===== config.mk =====
export PLATFORM = sky130hd
export DESIGN_NAME = spi_slave_tx_splitter
export DESIGN_NICKNAME = d
export VERILOG_FILES = /design/src/rtl/spi_slave_tx_splitter.sv
export SDC_FILE = /design/constraint.sdc
export NUM_CORES = 1
export LEC_CHECK = 0
export BUFFER_PORTS_ARGS = -buffer_cell sky130_fd_sc_hd__buf_4
export CELL_PAD_IN_SITES_DETAIL_PLACEMENT = 1
export CELL_PAD_IN_SITES_GLOBAL_PLACEMENT = 2
export CORE_MARGIN = 2
export CORE_UTILIZATION = 46
export DETAILED_ROUTE_END_ITERATION = 8
export GPL_ROUTABILITY_DRIVEN = 0
export PLACE_DENSITY_LB_ADDON = 0.1
export RECOVER_POWER = 100
export SYNTH_ARGS = -nofsm -noshare
export SYNTH_HDL_FRONTEND = slang
export SYNTH_SLANG_ARGS = --single-unit

===== constraint.sdc =====
create_clock -name clk -period 4.4 [get_ports clk]
set_clock_uncertainty 0.05 [all_clocks]
set_input_delay 0.22 -clock clk [delete_from_list [all_inputs] [get_ports clk]]
set_output_delay 0.22 -clock clk [all_outputs]
set_load 0.01 [all_outputs]

===== src/rtl/spi_slave_tx_splitter.sv =====
`default_nettype none
// ============================================================================
// Module  : spi_slave_tx_splitter
// Purpose : queues 64-bit result words and preloads them MSB byte first into
//           the SPI slave TX port; optional idle fill pattern via SPI_TX_FILL_EN.
// Revision: 1.0  initial release
// ============================================================================
module spi_slave_tx_splitter #(
   parameter int         DEPTH     = 4,
   parameter logic [7:0] FILL_BYTE = 8'hA5
) (
   input  logic        clk,
   input  logic        rst_,
   input  logic        i_Word_DV,
   input  logic [63:0] i_Word,
   output logic        o_Word_Ready,
   input  logic        i_RX_DV,
   input  logic        i_SPI_CS_n,
   output logic        o_TX_DV,
   output logic [7:0]  o_TX_Byte,
   output logic        o_Irq,
   output logic        o_Overflow
);

   localparam int           AW       = $clog2(DEPTH);
   localparam logic [AW:0]  FULL_CNT = (AW+1)'(DEPTH);
   localparam logic [AW:0]  CNT_ONE  = (AW+1)'(1);
   localparam logic [AW-1:0] PTR_ONE = (AW)'(1);
`ifdef SPI_TX_FILL_EN
   localparam bit FILL_EN = 1'b1;
`else
   localparam bit FILL_EN = 1'b0;
`endif

   typedef enum logic [1:0] {
      S_IDLE = 2'd0,
      S_LOAD = 2'd1,
      S_WAIT = 2'd2
   } state_t;

   logic [63:0]   mem [DEPTH];
   logic [AW-1:0] wr_ptr;
   logic [AW-1:0] rd_ptr;
   logic [AW:0]   count;
   logic [AW:0]   count_next;
   state_t        state;
   logic [2:0]    idx;
   logic          cs_meta;
   logic          cs_sync;
   logic          cs_prev;

   logic          full;
   logic          push;
   logic          pop;
   logic          cs_rise;
   logic          rewind;
   logic [63:0]   head;
   logic [5:0]    byte_lsb;
   logic [7:0]    head_byte;

   assign full      = (count == FULL_CNT);
   assign push      = i_Word_DV & ~full;
   assign pop       = (state == S_WAIT) & i_RX_DV & (idx == 3'd7);
   assign cs_rise   = cs_sync & ~cs_prev;
   // Completing the last byte outranks a deselect; otherwise a partial word is rewound.
   assign rewind    = cs_rise & (idx != 3'd0) & ~pop;
   assign head      = mem[rd_ptr];
   assign byte_lsb  = {~idx, 3'b000};
   assign head_byte = head[byte_lsb +: 8];

   always_comb begin
      count_next = count;
      if (push && !pop) begin
         count_next = count + CNT_ONE;
      end else if (!push && pop) begin
         count_next = count - CNT_ONE;
      end
   end

   always_ff @(posedge clk) begin
      if (push) begin
         mem[wr_ptr] <= i_Word;
      end
   end

   always_ff @(posedge clk or negedge rst_) begin
      if (!rst_) begin
         wr_ptr       <= '0;
         rd_ptr       <= '0;
         count        <= '0;
         o_Word_Ready <= 1'b1;
         o_Irq        <= 1'b0;
         o_Overflow   <= 1'b0;
      end else begin
         if (push) begin
            wr_ptr <= wr_ptr + PTR_ONE;
         end
         if (pop) begin
            rd_ptr <= rd_ptr + PTR_ONE;
         end
         count        <= count_next;
         o_Word_Ready <= (count_next != FULL_CNT);
         o_Irq        <= (count != '0);
         if (i_Word_DV && full) begin
            o_Overflow <= 1'b1;
         end
      end
   end

   always_ff @(posedge clk or negedge rst_) begin
      if (!rst_) begin
         cs_meta <= 1'b1;
         cs_sync <= 1'b1;
         cs_prev <= 1'b1;
      end else begin
         cs_meta <= i_SPI_CS_n;
         cs_sync <= cs_meta;
         cs_prev <= cs_sync;
      end
   end

   always_ff @(posedge clk or negedge rst_) begin
      if (!rst_) begin
         state     <= S_IDLE;
         idx       <= 3'd0;
         o_TX_DV   <= 1'b0;
         o_TX_Byte <= 8'h00;
      end else begin
         o_TX_DV <= 1'b0;
         if (rewind) begin
            idx   <= 3'd0;
            state <= S_IDLE;
         end else begin
            case (state)
               S_IDLE: begin
                  if (count != '0) begin
                     state <= S_LOAD;
                  end else if (FILL_EN && i_RX_DV) begin
                     o_TX_DV   <= 1'b1;
                     o_TX_Byte <= FILL_BYTE;
                  end
               end
               S_LOAD: begin
                  o_TX_DV   <= 1'b1;
                  o_TX_Byte <= head_byte;
                  state     <= S_WAIT;
               end
               S_WAIT: begin
                  if (i_RX_DV) begin
                     if (idx == 3'd7) begin
                        idx   <= 3'd0;
                        state <= S_IDLE;
                     end else begin
                        idx   <= idx + 3'd1;
                        state <= S_LOAD;
                     end
                  end
               end
               default: begin
                  state <= S_IDLE;
               end
            endcase
         end
      end
   end

endmodule
`default_nettype wire


# --- Word level (Yosys, flattened, before mapping) ---
# Memories as Yosys holds them, arrays and structs flattened.
# Index checks and enable logic that the tools add are counted.
word_totals:
  ram_bits: 256
  regBits: 27
  n_memories: 1
  word_cells: 66
mem_list:
  columns: ["memory", "words", "width", "read_ports", "rd_ports_with_merged_regs", "write_ports", "line", "source"]
  rows:
  - ["mem", 4, 64, 1, 0, 1, "41", "logic [63:0] mem [DEPTH];"]
op_classes:
  n_reduce_logical: 13
  addsub: 5
  n_mux: 15
  n_bitwise: 11
  eq_ne: 7
  n_shift: 1
ops:
  columns: ["cell", "n"]
  rows:
  - ["variable part select 64 x 7 -> 8 bit", 1]
  - ["two-way mux 3 bit", 6]
  - ["!= test 3 bit (second input constant)", 3]
  - ["adder 3 x 1 -> 3 bit (second input constant)", 2]
  - ["bitwise AND 1 bit", 6]
  - ["equality test 3 bit (second input constant)", 2]
  - ["two-way mux 2 bit", 3]
  - ["case mux 2 bit (3 select lines)", 1]
  - ["AND reduction 2 bit", 3]
  - ["nonzero test 3 bit", 2]
  - ["two-way mux 1 bit", 5]
  - ["adder 2 x 1 -> 2 bit (second input constant)", 2]
  - ["inverter 1 bit", 4]
  - ["nonzero test 2 bit", 2]
  - ["logical AND 1 bit", 3]
  - ["inverter 3 bit", 1]
  - ["subtractor 3 x 1 -> 3 bit (second input constant)", 1]
  - ["equality test 2 x 1 -> 1 bit (second input constant)", 1]
  - ["equality test 2 bit (second input constant)", 1]
  - ["logical NOT 1 bit", 2]
  - ["logical NOT 2 bit", 1]

# --- Depth between registers and ports, before layout ---
# Gate-level depths: netlist (run 1).
logic_depth:
  depth_word: 8
  ltp_mapped: 9
  depth_no_buf: 7

# --- Worst setup path before layout (run 1) ---
# Ideal clock, no wire load.
synth_path:
  path_kind: "register to register"
  start: "register count[0]"
  end: "memory mem[0][0], enable pin"
  slack_ns: 1.245
  setup_time_ns: 0.429
  t_arrival_ns: 2.676
  synth_period_minus_slack_ns: 3.155
  stages_incl_launch_ff: 6
  cell_sequence: "dfrtp_1 -> inv_1 -> ha_1 -> a21boi_1 -> buf_2 -> and2_1"
synth_via:
  elab_chain_cells: 5
synth_rtl:
  columns: ["element", "line", "source"]
  rows:
  - ["from (decl)", "44", "logic [AW:0] count;"]
  - ["from (signal assigned)", "101", "count <= count_next;"]
  - ["equality test 3 bit", "61", "assign full = (count == FULL_CNT);"]
  - ["inverter 1 bit", "62", "assign push = i_Word_DV & ~full;"]
  - ["bitwise AND 1 bit", "62", null]
  - ["two-way mux 1 bit", "81", "if (push) begin"]
  - ["two-way mux 1 bit (implied by the code)", "82", "mem[wr_ptr] <= i_Word;"]
  - ["to (decl)", "41", null]
# Every way passes these cells.

# --- Final worst setup path (run 1) ---
layout_path:
  start: "register idx[0]"
  end: "register o_TX_Byte[5]"
layout_via:
  elab_chain_cells: 6
layout_rtl:
  columns: ["element", "line", "source"]
  rows:
  - ["from (decl)", "47", "logic [2:0] idx;"]
  - ["from (signal assigned)", "154", "idx <= idx + 3'd1;"]
  - ["branches (longest 6 deep; another with variable part select 64 x 7 -> 8 bit)", null, null]
  - ["to (signal assigned)", "145", "o_TX_Byte <= head_byte;"]
  - ["to (decl)", "20", "output logic [7:0] o_TX_Byte,"]
# Parallel ways; which one is timed is not known.
# A chain may end at the register's enable or synchronous reset.

==> out/results.tsv, run 1 <==
stage	metric	value	unit
run_status	status	complete, but fails checks	
run_status	violations	capacitance limit, slew limit	
synthesis	synth_top_cell_area_share	68.64	%
worst_setup_path	criticalPathCategory	reg -> reg	
placed_design	dp_hpwl	15420	um
hold_path	hold_class	in -> reg	
sta	fmax	276.1	MHz
global_routing	grt_pass1_vias	6762	
global_routing	grt-ovfl-total	0	
drt	drc	0	
worst_setup_path	reg2reg_depth	6	
drt	viasPerCell	5.375	
synthesis	syn_avg_cell_area	18.85	sq um
clocking	cts_tree	built	
drt	dr.first_iter.drc_count	309	
die	die_h	160.0	um
synthesis	synth_area_leaders	edfxtp_1 69%, mux4_2 6.4%, mux2i_1 5.4%, dfrtp_1 5.1%, mux2_2 1.3%	
die	ios	81	
drt	ant_nets	0	
worst_setup_path	worstSetupStartpointType	register	
worst_setup_path	endpoint_kind	register	
sta	finalSetupTns	0	ps
die	die_area	25610	sq um
clocking	clock_latency	550	ps
pwr	cellPowerDensity	568.0	nW/um^2
synthesis	syn_area	11200	sq um
worst_setup_path	arrival	4000	ps
sta	rsz0062_at_grt	false	
global_routing	grt_use_total	19.90	%
layout	drive_above_1_share	15.82	%
die	initial_core_util	46.46	%
clocking	clkSinkCount	283	
worst_setup_path	cp_max_fo	17	
global_routing	grt_pass1_wl	38990	um
synthesis	ys_ff_latch	283	
worst_setup_path	critPathRequiredTime	4780	ps
synthesis	seq_area_frac_synth	74.72	%
clocking	ctsHoldBuffers	68	
clocking	path_clk_slew	60	ps
layout	instances_no_fill	1108	
sta	drv_slew	28	
die	coreArea	24110	sq um
synthesis	yosysTopAreaCell	edfxtp_1	
clocking	cts_resized	0	
pwr	leakage	4.391	nW
drt	avgRoutedWirePerCell	22.20	um
sta	hold_violations	0	
worst_setup_path	rrSetupSlack	780	ps
placed_design	dp_cells	984	
hold_path	min_from	i_SPI_CS_n	
placed_design	port_buffers	80	
layout	fin_nets	839	
synthesis	async_reset_ff_share	9.541	%
sta	post-route-period-util	82.31	%
layout	area_growth_syn_to_layout	21.18	%
sta	relSlewSlack	-8.698	%
pwr	ir_drop	0.3716	mV
worst_setup_path	timing.rr.start	idx[0]	
layout	nFillCells	2226	
sta	setup_viol	0	
synthesis	synthesis.nets	673	
clocking	post_cts_buffers	0	
synthesis	synth_warnings	0	
job	maxCapViolCount	1	
hold_path	hold_depth	2	
hold_path	holdPathEnd	cs_meta	
clocking	cts_buffer_depth	3	
die	die_w	160.0	um
layout	diodes	0	
synthesis	synth_edf_count	256	
drt	vias	5955	
sta	finalCriticalPeriod	3622	ps
clocking	htreeDepth	1	
drt	wirelength	24600	um
clocking	cts_made_buffers	30	
drt	drt-pass1-iter-count	4	
global_routing	antenna_found_initial	0	
synthesis	synth_cell_types	44	
synthesis	synthCells	594	
clocking	cts_root_buf	clkbuf_16	
sta	tightestPinTransition	1630	ps
global_routing	grt_max_degree	45	
worst_setup_path	reg2reg_to	o_TX_Byte[5]	
die	fp-row-count	57	
synthesis	synthFlopType	edfxtp_1	
metrics by stage:
step / total power [W] / util [%] / setup slack (ps) / hold slack, ps / cell area [sq um]
finish: 0.007709 / 56.30 / 778.2 / 302.1 / 13570
global route: 0.008065 / 56.30 / 454.0 / 303.7 / 13570
CTS: 0.007878 / 57.58 / 982.0 / 85.15 / 13880
detailed placement: 0.005196 / 50.43 / 983.2 / 124.6 / 12160
global placement: 0.005118 / 50.43 / 1024 / 114.7 / 12160
floorplan: 0.004587 / - / 1245 / -125.6 / 11200
area by class of cell:
cell class / instances / area [sq um] / area share (%)
inverter: 10 / 37.54 / 0.2766
multi-input combinational: 273 / 2592 / 19.10
tap: 324 / 405.4 / 2.987
timing repair buffer: 162 / 1117 / 8.233
clock buffer: 32 / 779.5 / 5.744
clock inverter: 24 / 264.0 / 1.945
sequential: 283 / 8376 / 61.71
registers in the layout, summed over array words and instances (netlist names), 2 cells and up:
signal	cells
count	3
rd_ptr	2
state	2
mem	256
idx	3
o_TX_Byte	8
wr_ptr	2
synthesized netlist by cell type (all sizes together), types with 3 or more instances:
cell / n
inv: 9
nor3: 10
nand2: 15
clkbuf: 5
o21ai: 9
ha: 10
nand2b: 5
nor2: 19
xnor2: 5
a21oi: 8
nor2b: 12
mux2: 13
nor4: 7
mux4: 32
a2111oi: 5
dfrtp: 23
a22oi: 16
dfstp: 4
and2: 5
edfxtp: 256
o2111ai: 9
a211oi: 3
o31a: 7
o211ai: 8
mux2i: 60
buf: 23
cell usage in the layout (no fill, tap or decap), types with 10 or more instances in the layout:
| cell type | netlist | final |
|---|---|---|
| mux2i_1 | 60 | 60 |
| clkbuf_16 | 0 | 31 |
| nor2_1 | 19 | 19 |
| nand2_1 | 15 | 15 |
| dfrtp_1 | 23 | 21 |
| nor2b_1 | 12 | 12 |
| edfxtp_1 | 256 | 256 |
| mux4_2 | 32 | 32 |
| clkbuf_1 | 5 | 78 |
| nor3_1 | 10 | 10 |
| mux2_2 | 13 | 13 |
| ha_1 | 10 | 10 |
| a22oi_1 | 16 | 16 |
| buf_4 | 7 | 12 |
| dlygate4sd3_1 | 0 | 68 |
critical path, stage by stage (launching register included):
cell,delay [ps]
dfrtp_1,600
inv_1,890
ha_1,340
nor2_1,70
nor3_1,990
o211ai_1,350
o31a_1,200
worst max-delay path by stage:
stage              from            to  cells after the start
2_1_floorplan  count[0]     mem[0][0]                      5
3_3_place_gp     idx[0]  o_TX_Byte[5]                      6
3_5_place_dp     idx[0]  o_TX_Byte[5]                      6
4_1_cts          idx[0]  o_TX_Byte[5]                      6
5_1_grt        count[1]    mem[0][42]                      5
6_report         idx[0]  o_TX_Byte[5]                      6
cells by family after synthesis:
family / synth area share (%)
simple gates: 3.798
fa+ha+maj: 1.117
compound gates: 4.748
flops: 74.72
mux: 13.10
buf+inv: 2.044
xor+xnor: 0.4692
metal layers:
layer	GRT usage (%)	vias up	share of wire, %
met2	34.26	97	50
met5	0	-	0
met3	2.649	39	3.0
li1	-	2724	-
met1	26.56	3095	44
met4	6.265	0	2.6
report_power, final:
| group | internal, W | switching, W |
|---|---|---|
| sequential | 0.00354 | 0.000187 |
| clock | 0.00158 | 0.00104 |
| combinational | 0.000489 | 0.000877 |
| total | 0.00561 | 0.00210 |
Power figures use the tool's default switching activity.
==> inputs of run 2 (changes only) <==
Clock period 4.4 ns to 3.68 ns, I/O delays scaled along.
==> out/results.tsv, run 2 (synthesis results as in run 1) <==
stage	metric	value	unit	change
die	fp-row-count	57		unchanged
global_routing	grt_use_total	19.94	%	+0.033 points
worst_setup_path	arrival	3220	ps	-780 ps
worst_setup_path	endpoint_kind	register		
layout	regMostFlops	mem		
layout	largestRegisters	mem (256), o_TX_Byte (8)		
clocking	htreeDepth	1		unchanged
clocking	clock_latency	560	ps	about the same
sta	finalCriticalPeriod	3078	ps	-543.6 ps
layout	drive_above_1_share	14.72	%	-1.1 points
sta	post-route-period-util	83.65	%	+1.3 points
drt	wirelength	24700	um	+0.40%
clocking	cts_buffer_depth	3		unchanged
sta	tightestPinTransition	1572	ps	-58.14 ps
pwr	cellPowerDensity	673.6	nW/um^2	+19%
run_status	status	complete, but fails checks		
sta	finalSetupTns	0	ps	unchanged
drt	viasPerCell	5.368		-0.12%
clocking	cts_root_buf	clkbuf_16		
layout	final_common_cell	edfxtp_1		
die	die_w	160.0	um	unchanged
global_routing	grt_max_degree	65		+44%
worst_setup_path	timing.rr.start	count[1]		
pwr	finalPower	0.009105	W	+18%
worst_setup_path	critPathRequiredTime	3820	ps	-960 ps
clocking	cts_made_buffers	30		unchanged
sta	timing.hold.ws	257.4	ps	-44.63 ps
die	coreArea	24110	sq um	unchanged
sta	relSlewSlack	-4.822	%	+3.9 points
layout	largest_reg_flops	256		unchanged
global_routing	grt_pass1_vias	6574		-2.8%
drt	avgRoutedWirePerCell	22.35	um	+0.68%
layout	fin_nets	837		-0.24%
worst_setup_path	worstSetupStartpointType	register		
layout	multi_input_area	2592	sq um	unchanged
global_routing	antenna_found_initial	0		unchanged
layout	nFillCells	2231		+0.22%
drt	dr.first_iter.drc_count	339		+9.7%
sta	drv_slew	28		unchanged
global_routing	grt_pass1_wl	38940	um	-0.12%
hold_path	hold_class	in -> reg		
worst_setup_path	criticalPathCategory	reg -> reg		
placed_design	port_buffers	80		unchanged
job	maxCapViolCount	1		unchanged
die	initial_core_util	46.46	%	unchanged
sta	setup_viol	0		unchanged
sta	fmax	324.9	MHz	+18%
worst_setup_path	cp_max_fo	21		+4
sta	rsz0062_at_grt	false		
die	die_h	160.0	um	unchanged
global_routing	grt-ovfl-total	0		unchanged
run_status	violations	capacitance limit, slew limit		
die	die_area	25610	sq um	unchanged
worst_setup_path	reg2reg_to	mem[2][54]		
clocking	clkSinkCount	283		unchanged
clocking	cts_tree	built		
placed_design	dp_hpwl	14400	um	-6.6%
layout	area_growth_syn_to_layout	20.69	%	
pwr	leakage	4.362	nW	-0.66%
die	ios	81		unchanged
drt	ant_nets	0		unchanged
hold_path	hold_depth	2		unchanged
drt	drc	0		unchanged
clocking	path_clk_slew	60	ps	about the same
hold_path	min_from	i_SPI_CS_n		
drt	drt-pass1-iter-count	4		unchanged
pwr	ir_drop	0.4331	mV	+17%
layout	diodes	0		unchanged
layout	final_cell_mix	256 x edfxtp_1, 81 x clkbuf_1, 68 x dlygate4sd3_1, 60 x mux2i_1, 32 x mux4_2		
layout	seqCellArea	8376	sq um	unchanged
sta	hold_violations	0		unchanged
worst_setup_path	rrSetupSlack	600	ps	-180 ps
drt	vias	5932		-0.39%
hold_path	holdPathEnd	cs_meta		
worst_setup_path	reg2reg_depth	6		unchanged
[run 2: changes by cell type in the layout (fill, tap and decap cells not counted), moves of 2 or more]
cell        previous run  this run
buf_12                 2         4
clkinv_1               5         9
clkbuf_1              78        81
clkinvlp_4             5         1
buf_4                 12         7
clkinv_4               2         0
[run 2: what timing repair did]
| action | CTS | global route |
|---|---|---|
| setup buffers | 0 | 0 |
| hold buffers | 68 | 0 |
| setup endpoints to repair | 0 | 0 |
| endpoints found under the hold margin | 287 | 0 |
| gates resized for setup | 0 | 0 |
[run 2: routing by layer]
layer  part of all wire [%]  routed length (um)  track usage (%)  up-vias
met2                     49               12150            33.45      123
met5                      0                   0                0        -
met1                     46               11250            28.12     3058
met3                    3.8                 936            3.403       27
met4                    1.5                 359            3.440        0
li1                       -                   -                -     2724
[run 2: final cells by class]
cell class	count	area share, %
clock buffer	33	5.637
clock inverter	22	1.611
inverter	10	0.2777
multi-input combinational	273	19.18
sequential	283	61.96
tap	324	2.999
timing repair buffer	160	8.331
[run 2: where the power goes]
group,leakage (nW),internal (W),switching (W)
logic,1.23,0.000596,0.00108
clock network,0.481,0.00177,0.00122
registers,2.65,0.00423,0.000217
total,4.36,0.00660,0.00251
[run 2: worst max-delay path by stage]
stage	startpoint	to	slack [ps]	cells past startpoint
finish	count[1]	mem[2][54]	600	6
global route	count[1]	mem[2][23]	370	6
CTS	rd_ptr[0]	o_TX_Byte[7]	680	5
detailed placement	idx[1]	o_TX_Byte[5]	690	8
global placement	rd_ptr[0]	o_TX_Byte[2]	630	5
floorplan	count[0]	mem[0][0]	530	5
[run 2: through the flow]
| step | instances | worst slack, ps | utilization [%] | cell area (sq um) |
|---|---|---|---|---|
| CTS | 1105 | 675.7 | 57.41 | 13840 |
| global route | 1105 | 374.3 | 56.07 | 13520 |
| finish | 1105 | 601.8 | 56.07 | 13520 |
| floorplan | 594 | 525.2 | - | 11200 |
| global placement | 982 | 634.1 | 50.52 | 12180 |
| detailed placement | 982 | 694.5 | 50.52 | 12180 |
[run 2: critical path, cell delays in order, from the launching register on]
cell and delay, ps:
dfrtp_1 370, inv_1 80, ha_1 210, a21boi_0 180, clkbuf_1 490, and2_2 730, clkbuf_2 580
==> inputs of run 3 (changes only) <==
Clock period 3.68 ns to 2.9 ns, I/O delays scaled along.
==> out/results.tsv, run 3 (synthesis results as in run 1) <==
stage	metric	value	unit	change
worst_setup_path	reg2reg_to	mem[3][20]		
placed_design	place_area	12290	sq um	+0.92%
job	maxCapViolCount	0		-1
worst_setup_path	rrSetupSlack	310	ps	-290 ps
layout	nFillCells	2257		+1.2%
worst_setup_path	worstSetupStartpointType	register		
worst_setup_path	worstPathCellList	inv_1 -> ha_1 -> a21boi_0 -> clkbuf_1 -> and2_2 -> buf_6		
sta	fmax	386.5	MHz	+19%
worst_setup_path	path_buf_inv	3		unchanged
pwr	cellPowerDensity	859.9	nW/um^2	+28%
drt	drc	0		unchanged
hold_path	hold_depth	2		unchanged
worst_setup_path	cp_max_fo	64		+200%
drt	vias	5992		+1.0%
layout	largestRegisters	mem (256), o_TX_Byte (8)		
clocking	cts_buffer_depth	3		unchanged
layout	fin_nets	855		+2.2%
die	die_area	25610	sq um	unchanged
sta	finalSetupTns	0	ps	unchanged
layout	utilization	56.81	%	+0.74 points
clocking	cts_root_buf	clkbuf_16		
layout	instances_no_fill	1125		+1.8%
clocking	cts_resized	0		unchanged
layout	largest_reg_flops	256		unchanged
drt	dr.first_iter.drc_count	434		+28%
worst_setup_path	crit_slowest_cell	buf_6		
die	initial_core_util	46.46	%	unchanged
pwr	power.net_switching	0.003224	W	+29%
sta	hold_violations	0		unchanged
global_routing	grtUsageMet3	3.325	%	-0.078 points
pwr	ir_drop	0.6029	mV	+39%
clocking	clkSinkCount	283		unchanged
global_routing	grt_pass1_wl	39560	um	+1.6%
worst_setup_path	arrival	2730	ps	-490 ps
die	die_w	160.0	um	unchanged
drt	avgRoutedWirePerCell	22.47	um	+0.54%
clocking	htreeDepth	1		unchanged
clocking	cts_tree	built		
sta	timing.hold.ws	226.8	ps	-30.62 ps
worst_setup_path	criticalPathCategory	reg -> reg		
hold_path	holdPathEnd	cs_meta		
pwr	leakage	4.479	nW	+2.7%
sta	relSlewSlack	8.385	%	+13 points
worst_setup_path	crit_family	buffers and inverters		
clocking	path_clk_slew	60	ps	about the same
pwr	p_sw_share	27.38	%	-0.17 points
global_routing	grt_max_degree	65		unchanged
layout	final_area	13690	sq um	+1.3%
die	coreArea	24110	sq um	unchanged
global_routing	grt_pass1_vias	6794		+3.3%
clocking	cts_made_buffers	31		+3.3%
clocking	clock_latency	570	ps	about the same
clocking	post_cts_buffers	0		unchanged
drt	drt-pass1-iter-count	4		unchanged
drt	wirelength	25280	um	+2.4%
die	ios	81		unchanged
placed_design	dp_cells	997		+1.5%
worst_setup_path	timing.rr.start	count[0]		
sta	tightestPinTransition	1374	ps	-198.1 ps
layout	area_growth_syn_to_layout	22.28	%	
die	fp-row-count	57		unchanged
run_status	status	completed		
worst_setup_path	endpoint_kind	register		
global_routing	grt_use_met1	27.13	%	-0.99 points
global_routing	grt_use_total	20.23	%	+0.30 points
worst_setup_path	reg2reg_depth	6		unchanged
layout	diodes	0		unchanged
hold_path	hold_class	in -> reg		
global_routing	use_met2	35.12	%	+1.7 points
sta	rsz0062_at_grt	false		
layout	drive_above_1_share	16.23	%	+1.5 points
worst_setup_path	startpoint	count[0]		
placed_design	port_buffers	80		unchanged
drt	viasPerCell	5.326		-0.78%
pwr	power_frac_comb	18.3	%	about the same
pwr	clkPwrFrac	33.8	%	+1.0 points
sta	drv_slew	0		-100%
pwr	power.internal	0.008552	W	+30%
drt	ant_nets	0		unchanged
sta	setup_viol	0		unchanged
hold_path	min_from	i_SPI_CS_n		
sta	finalCriticalPeriod	2587	ps	-491.0 ps
pwr	p_seq_share	47.9	%	-1.0 points
placed_design	dp_hpwl	14830	um	+2.9%
global_routing	grt_busiest_layer	met2		
layout	final_cell_mix	256 x edfxtp_1, 85 x clkbuf_1, 70 x dlygate4sd3_1, 60 x mux2i_1, 32 x mux4_2		
global_routing	antenna_found_initial	0		unchanged
layout	final_common_cell	edfxtp_1		
global_routing	grt-ovfl-total	0		unchanged
layout	regMostFlops	mem		
worst_setup_path	slowest_delay	560	ps	-170 ps
sta	post-route-period-util	89.21	%	+5.6 points
die	die_h	160.0	um	unchanged
worst_setup_path	critPathRequiredTime	3040	ps	-780 ps
-- run 3: changes by cell type in the layout (fill, tap and decap cells not counted), sizes merged --
cell         delta
clkinvlp        +1
dlygate4sd3     +2
clkbuf          +4
buf            +14
bufinv          +1
clkinv          -2
-- run 3: routing by layer --
metal | vias up | share of wire [%]
met2 | 117 | 51
met5 | - | 0
li1 | 2753 | -
met1 | 3089 | 44
met3 | 33 | 3.4
met4 | 0 | 1.9
-- run 3: through the flow --
step | power, W | setup WS [ps]
2_1_floorplan | 0.006934 | 444.6
3_3_place_gp | 0.007857 | 397.9
3_5_place_dp | 0.007969 | 393.0
4_1_cts | 0.01203 | 342.2
5_1_grt | 0.01232 | 98.76
6_report | 0.01178 | 312.8
-- run 3: final cells by class --
type	instances	area [sq um]	share of cell area (%)
clock inverter	22	245.2	1.791
tap	324	405.4	2.960
inverter	10	37.54	0.2741
clock buffer	36	794.5	5.802
timing repair buffer	177	1229	8.972
sequential	283	8376	61.16
multi-input combinational	273	2608	19.04
-- run 3: worst max path at each step --
| stage | to | depth (start not counted) |
|---|---|---|
| finish | mem[3][20] | 6 |
| global route | o_TX_Byte[3] | 7 |
| CTS | o_TX_Byte[6] | 7 |
| detailed placement | o_TX_Byte[0] | 5 |
| global placement | o_TX_Byte[5] | 5 |
| floorplan | mem[0][0] | 5 |
-- run 3: power by group through the flow --
stage	sequential, W	clock (W)	combinational [W]
floorplan	0.00565	0	0.00128
global placement	0.00567	0	0.00219
detailed placement	0.00572	0	0.00225
CTS	0.00564	0.00405	0.00234
global route	0.00571	0.00422	0.00239
finish	0.00564	0.00398	0.00215
-- run 3: what timing repair did --
item	CTS	global route
endpoints found under the setup margin	0	0
hold buffers	70	0
endpoints found under the hold margin	289	0
